<file path="src/rtl/ascon_seq_pkg.sv">
// ascon_seq_pkg: sequencer states, round limit and Ascon round-constant function
package ascon_seq_pkg;
  typedef enum logic [1:0] {IDLE, LAUNCH, WAIT, DONE} state_t;
  localparam int MAX_ROUNDS = 12;
  function automatic logic [7:0] rc(input logic [3:0] i);
    return {4'd15 - i, i};
  endfunction
endpackage

</file>
<file path="src/rtl/ascon_rc_shifter.sv">
// ascon_rc_shifter: 8-bit round-constant register, loaded by index and shifted out LSB-first
module ascon_rc_shifter
  import ascon_seq_pkg::*;
(
  input  logic       clk,
  input  logic       rst,
  input  logic       load,
  input  logic [3:0] idx,
  input  logic       shift,
  output logic       const_bit
);
  logic [7:0] r;
  always_ff @(posedge clk or negedge rst)
    if (!rst) r <= '0;
    else if (load) r <= rc(idx);
    else if (shift) r <= {1'b0, r[7:1]};
  assign const_bit = r[0];
endmodule

</file>
<file path="src/rtl/ascon_round_seq.sv">
// ascon_round_seq: issues one start pulse per Ascon round and serialises round constants
// Optional per-round watchdog with sticky wdt_err when ASCON_SEQ_WDT_EN is defined.
module ascon_round_seq
  import ascon_seq_pkg::*;
#(
  parameter int WDT_LIMIT = 1023
) (
  input  logic       clk,
  input  logic       rst,
  input  logic       cmd_valid,
  output logic       cmd_ready,
  input  logic [3:0] cmd_rounds,
  output logic       start_permutation,
  input  logic       round_done,
  input  logic       const_shift,
  output logic       const_bit,
  output logic [3:0] round_idx,
  output logic       busy,
  output logic       perm_done
`ifdef ASCON_SEQ_WDT_EN
  ,
  output logic       wdt_err
`endif
);
  state_t state;
  logic [3:0] rem;
  logic [3:0] rounds;
  logic accept, step, last, load;
  logic [3:0] load_idx;
  assign rounds = cmd_rounds > 4'(MAX_ROUNDS) ? 4'(MAX_ROUNDS) : cmd_rounds;
  assign accept = cmd_valid && state == IDLE;
  assign step = state == WAIT && round_done;
  assign last = rem == 4'd1;
  assign load = (accept && rounds != 4'd0) || (step && !last);
  assign load_idx = accept ? 4'(MAX_ROUNDS) - rounds : round_idx + 4'd1;
  assign cmd_ready = state == IDLE;
  assign busy = state != IDLE;
  assign start_permutation = state == LAUNCH;
  assign perm_done = state == DONE;
`ifdef ASCON_SEQ_WDT_EN
  logic [9:0] wdt_cnt;
  logic wdt_hit;
  assign wdt_hit = state == WAIT && !round_done && wdt_cnt == 10'(WDT_LIMIT - 1);
  always_ff @(posedge clk or negedge rst)
    if (!rst) begin
      wdt_cnt <= '0;
      wdt_err <= 1'b0;
    end else begin
      wdt_cnt <= state == LAUNCH ? 10'd0 : state == WAIT ? wdt_cnt + 10'd1 : wdt_cnt;
      wdt_err <= accept ? 1'b0 : wdt_hit ? 1'b1 : wdt_err;
    end
`endif
  always_ff @(posedge clk or negedge rst)
    if (!rst) begin
      state <= IDLE;
      rem <= '0;
      round_idx <= '0;
    end else
      case (state)
        IDLE: if (cmd_valid) begin
          state <= rounds == 4'd0 ? DONE : LAUNCH;
          rem <= rounds;
          if (rounds != 4'd0) round_idx <= load_idx;
        end
        LAUNCH: state <= WAIT;
        WAIT: if (round_done) begin
          state <= last ? DONE : LAUNCH;
          if (!last) begin
            rem <= rem - 4'd1;
            round_idx <= load_idx;
          end
        end
`ifdef ASCON_SEQ_WDT_EN
        else if (wdt_hit) state <= IDLE;
`endif
        default: state <= IDLE;
      endcase
  ascon_rc_shifter u_rc (
    .clk(clk),
    .rst(rst),
    .load(load),
    .idx(load_idx),
    .shift(const_shift && state == WAIT),
    .const_bit(const_bit)
  );
endmodule
</file>
<file path="config.mk">
export PLATFORM = sky130hd
export DESIGN_NAME = ascon_round_seq
export DESIGN_NICKNAME = d
export VERILOG_FILES = /design/src/rtl/ascon_seq_pkg.sv /design/src/rtl/ascon_rc_shifter.sv /design/src/rtl/ascon_round_seq.sv
export SDC_FILE = /design/constraint.sdc
export NUM_CORES = 1
export LEC_CHECK = 0
export ABC_CLOCK_PERIOD_IN_PS = 1800
export CORE_ASPECT_RATIO = 1.2
export CORE_MARGIN = 5
export CORE_UTILIZATION = 46
export DETAILED_ROUTE_END_ITERATION = 7
export HOLD_SLACK_MARGIN = 0.02
export PLACE_DENSITY = 0.74
export SKIP_LAST_GASP = 1
export SLEW_MARGIN = 20
export SYNTH_ARGS = -nofsm -noshare
export SYNTH_HDL_FRONTEND = slang
export SYNTH_SLANG_ARGS = --single-unit
</file>
<file path="constraint.sdc">
create_clock -name clk -period 1.8 [get_ports clk]
set_clock_uncertainty 0.1 [all_clocks]
set_input_delay 0.27 -clock clk [delete_from_list [all_inputs] [get_ports clk]]
set_output_delay 0.27 -clock clk [all_outputs]
set_load 0.02 [all_outputs]
</file>
==> flow_metrics.tcl, run 1 <==
set metrics [dict create \
    outcome "finished clean" \
    drc 0 \
    die_area_mm2 0.00338 \
    min_period_ps 1760 \
    ant_nets 0 \
    die_x_um 53.9 \
    drive_above_1_share 0.283 \
    finalSetupViolations 0 \
    slew_violations 0 \
    slew_headroom 0.799 \
    placedCellCount 168 \
    p_leak_nw 0.690 \
    core_mm2 0.00226 \
    critPathRequiredTime_ps 1880 \
    first_iter_violations 13 \
    drt_pass1_iterations 4 \
    drv_cap 0 \
    start_util 0.471 \
    worst-path-max-fanout 6 \
    ctsLongestPathBuffers 2 \
    worstMarginPinSlew_ps 302 \
    synth_edf_count 0 \
    synth_seq_cells 18 \
    synthArstFlopShare 1.00 \
    stdcell_count 176 \
    syn_area_mm2 0.00106 \
    max_freq_mhz 568 \
    hpwl_mm 1.89 \
    synth_area_leaders "dfrtp_1 42%, mux2i_1 5.6%, ha_1 4.7%" \
    synth_nets 120 \
    h-tree-depth 1 \
    wl_mm 2.56 \
    die_h_um 62.7 \
    path_class "reg -> reg" \
    synth.most_common_cell "dfrtp_1" \
    yosys-top-cells-count "18 x dfrtp_1, 10 x nor2_1, 9 x nand2_1" \
    finalWeightedCongestion 0.810 \
    ys_types 39 \
    insertion_delay_ps 290 \
    fin_crit_sh 0.978 \
    synth_top_area_share 0.423 \
    syn_avg_cell_area_um2 9.95 \
    clock_sinks 18 \
    powerDensity_mw_per_mm2 1610 \
    track_usage 0.169 \
    ioPinCount 18 \
    synthToLayoutAreaGrowth_pct 37.7 \
    antenna_found_initial 0 \
    critPathArrivalTime_ps 1840 \
    cp-end-kind "flop" \
    portBuffers 17 \
    grt_overflow 0 \
    fillers 195 \
    cts_tree "done" \
    grt_first_pass_wirelength_mm 4.16 \
    drt-wirelength-per-cell_um 14.5 \
    grt_setup_unrepaired "yes" \
    yosys_warnings 0 \
    dr_total_vias 941 \
    rows 19 \
    irDropWorstVdd_uv 961 \
    power_mw 2.37 \
    seq_area_frac_synth 0.423 \
    numCtsBuffers 3 \
    final_nets 160 \
    synthCells 107 \
    crit_start "state[1]" \
    r2r-start "state[1]" \
    cts_root_buf "clkbuf_4" \
    diodes 0 \
    vias_per_cell 5.35 \
    hold_violations 0 \
    grt_max_degree 19 \
    holdCritPathClass "in -> async" \
    clk_pin_slew_ps 100 \
    critPathLaunchType "flop" \
    synth_top_area_cell "dfrtp_1" \
    grt_pass1_vias 920 \
    synth_top_flop_cell "dfrtp_1" \
]
[routing by layer]
layer  share of wire  up-vias  global-route usage
met3           0.027        6              0.0286
met4           0.015        0              0.0575
met2            0.55       16               0.305
met5               0        -                   0
met1            0.41      458               0.189
li1                -      461                   -
[critical path, stage by stage, from the launching register on]
cell and delay, ps:
dfrtp_1 390, buf_4 160, or3b_4 400, nor2_1 170
nor2_1 60, buf_4 150, a32o_1 230
[cell type report]
cell class | count | area [µm²] | share of cell area
repair buffers | 39 | 328 | 0.224
inverters | 5 | 18.8 | 0.0128
well taps | 31 | 38.8 | 0.0265
multi-input cells | 80 | 607 | 0.414
clock buffers | 3 | 22.5 | 0.0154
flip-flops and latches | 18 | 452 | 0.308
[through the flow]
stage          cell area, µm²  hold WS, ps  TNS (ps)  setup WS (ps)   util
2_1_floorplan            1060         -126         0            101      -
3_3_place_gp             1370          406     -3040           -330  0.607
3_5_place_dp             1370          411     -4360           -436  0.607
4_1_cts                  1430          204         0           19.2  0.632
5_1_grt                  1470          217     -67.3          -35.5  0.649
6_report                 1470          203         0           40.0  0.649
[path summary, 6_finish.rpt]
kind                              to  slack, ps  cells after the start
setup / recovery           u_rc.r[6]         40                      6
hold / removal             u_rc.r[7]        200                      2
setup reg to reg           u_rc.r[6]         40                      6
hold reg to reg            u_rc.r[6]        430                      1
max in group asynchronous   state[0]       1190                      2
min in group clk           u_rc.r[6]        430                      1
[sequential cells by signal (all words and copies together), names as in the netlist]
register	flops
rem	4
round_idx	4
u_rc.r	8
state	2
[logic make-up after synthesis]
kind of cell    synth area share
simple gates               0.183
buf+inv                   0.0458
flops                      0.423
mux                       0.0564
xor+xnor                  0.0165
fa+ha+maj                 0.0470
compound gates             0.228
[power by group]
group / switching (mW) / internal (mW) / leakage, nW / total, mW
Combinational: 0.688 / 0.700 / 0.464 / 1.39
Clock: 0.122 / 0.0778 / 0.0138 / 0.199
Sequential: 0.168 / 0.610 / 0.212 / 0.778
Total: 0.978 / 1.39 / 0.690 / 2.37
[layout by cell type, fill, tap and decap left out, drive strengths merged, types with 2 or more instances in the layout]
cell type,count
a211oi,2
a21boi,3
a21oi,6
a31o,2
buf,22
clkbuf,3
clkdlybuf4s50,11
dfrtp,18
dlygate4sd2,6
ha,4
inv,5
mux2i,6
nand2,9
nand2b,3
nand3b,2
nor2,10
nor3b,3
o21a,3
o21ai,9
or3b,2
[what timing repair did]
item                                   4_1_cts  5_1_grt
hold buffers                                 0        0
setup endpoints to repair                   11       11
pin swaps                                    3        2
gates resized for setup                     11        6
setup buffers                                3        2
endpoints found under the hold margin        0        0
Note: power is estimated with default switching activity, not from simulation.
==> inputs of run 2 (changes only) <==
--- a/config.mk
+++ b/config.mk
@@ -8,10 +8,12 @@
 export ABC_CLOCK_PERIOD_IN_PS = 1800
 export CORE_ASPECT_RATIO = 1.2
 export CORE_MARGIN = 5
-export CORE_UTILIZATION = 46
+export CORE_UTILIZATION = 49
+export CTS_BUF_LIST = sky130_fd_sc_hd__clkbuf_4
 export DETAILED_ROUTE_END_ITERATION = 7
 export HOLD_SLACK_MARGIN = 0.02
-export PLACE_DENSITY = 0.74
+export PLACE_DENSITY = 0.79
+export SKIP_CTS_REPAIR_TIMING = 1
 export SKIP_LAST_GASP = 1
 export SLEW_MARGIN = 20
 export SYNTH_ARGS = -nofsm -noshare
==> flow_metrics.tcl, run 2 (synthesis results as in run 1) <==
set metrics [dict create \
    crit_chain "inv_1, ha_1, or3b_4, nand2_1, o32a_1, a21boi_2" \
    first_iter_violations 10 \
    largestRegisters "u_rc.r (8), rem (4), round_idx (4)" \
    powerDensity_mw_per_mm2 1630 \
    r2r_cells 6 \
    track_usage 0.175 \
    ant_nets 0 \
    regToRegSetupSlack_ps 20 \
    max_freq_mhz 563 \
    core_mm2 0.00207 \
    finalSetupViolations 0 \
    clk_pin_slew_ps 100 \
    outcome "finished clean" \
    fillers 182 \
    slew_violations 0 \
    layout_commonest_cell "buf_4" \
    largest-register "u_rc.r" \
    die_h_um 61.1 \
    power_mw 2.37 \
    grt_first_pass_wirelength_mm 4.11 \
    path_class "reg -> reg" \
    rr_endpoint "u_rc.r[1]" \
    insertion_delay_ps 300 \
    portBuffers 17 \
    slowest_delay_ps 440 \
    grt_pass1_vias 956 \
    ctsLongestPathBuffers 2 \
    stdcell_count 170 \
    final_nets 155 \
    path_delay_family "simple AND/OR/NAND/NOR gates" \
    h-tree-depth 1 \
    drt_pass1_iterations 4 \
    grt_max_degree 19 \
    slew_headroom 0.741 \
    critPathLaunchType "flop" \
    synthToLayoutAreaGrowth_pct 36.3 \
    hold_slack_ps 192 \
    fin_crit_sh 0.986 \
    wl_mm 2.55 \
    crit_buf_inv 1 \
    die_x_um 52.6 \
    rows 18 \
    drc 0 \
    drive_above_1_share 0.286 \
    worst-path-max-fanout 5 \
    drt-wirelength-per-cell_um 15.0 \
    largest_reg_flops 8 \
    ioPinCount 18 \
    dr_total_vias 934 \
    post-route-util 0.700 \
    final_cell_mix "17 x buf_4, 16 x dfrtp_1, 11 x clkdlybuf4s50_1, 8 x nor2_1, 8 x o21ai_0" \
    antenna_found_initial 0 \
    cp-end-kind "flop" \
    critPathArrivalTime_ps 1910 \
    hold_violations 0 \
    r2r-start "rem[1]" \
    critPathRequiredTime_ps 1930 \
    finalWeightedCongestion 0.842 \
    hpwl_mm 1.92 \
    diodes 0 \
    placedCellCount 165 \
    cts_tree "done" \
    cts_root_buf "clkbuf_4" \
    crit_start "rem[1]" \
    irDropWorstVdd_uv 893 \
    worstMarginPinSlew_ps 387 \
    start_util 0.514 \
    p_leak_nw 0.723 \
    drv_cap 0 \
    min_period_ps 1780 \
    grt_setup_unrepaired "yes" \
    crit_path_top_delay_cell "or3b_4" \
    clock_sinks 18 \
    vias_per_cell 5.49 \
    numCtsBuffers 3 \
    holdCritPathClass "in -> async" \
    die_area_mm2 0.00321 \
    grt_overflow 0 \
]
==> run 2: changes by cell type in the layout (fill, tap and decap cells not counted), moves of 2 or more <==
cell / delta
buf_4: -5
a21boi_0: -2
a21boi_2: +2
dlygate4sd2_1: -6
dlymetal6s2s_1: +6
==> run 2: cell type report <==
type                    instances  area [µm²]  area share
multi-input cells              80         607       0.418
flip-flops and latches         18         453       0.312
repair buffers                 34         313       0.216
well taps                      30        37.5      0.0259
clock buffers                   3        22.5      0.0155
inverters                       5        18.8      0.0129
==> run 2: metal layers <==
| layer | vias up | track usage | wire length, µm |
|---|---|---|---|
| li1 | 450 | - | - |
| met1 | 460 | 0.188 | 1020 |
| met2 | 16 | 0.328 | 1390 |
| met3 | 8 | 0.0218 | 57 |
| met4 | 0 | 0.0985 | 75 |
| met5 | - | 0 | 0 |
==> run 2: metrics by stage <==
| stage | area [µm²] | setup TNS [ps] | setup slack (ps) |
|---|---|---|---|
| after floorplan | 1060 | 0 | 101 |
| after global placement | 1360 | -2990 | -329 |
| after detailed placement | 1360 | -3930 | -397 |
| after CTS | 1380 | -724 | -149 |
| after global routing | 1450 | -120 | -44.9 |
| final | 1450 | 0 | 24.7 |
==> run 2: worst register-to-register path, delay by kind of cell, from the launching register on <==
family | cells | cell delay [ps]
buf+inv | 1 | 80
simple gates | 2 | 570
compound gates | 2 | 410
flops | 1 | 390
fa+ha+maj | 1 | 180
==> run 2: worst max-delay path by stage <==
stage / end / slack (ps) / cells past startpoint
final: u_rc.r[1] / 20 / 6
after global routing: u_rc.r[7] / -40 / 6
after CTS: start_permutation / -150 / 2
after detailed placement: u_rc.r[6] / -400 / 8
after global placement: u_rc.r[6] / -330 / 8
after floorplan: u_rc.r[7] / 100 / 6
==> run 2: where the power goes <==
group	internal [mW]	switching (mW)
combinational	0.704	0.678
sequential	0.612	0.174
clock	0.0780	0.124
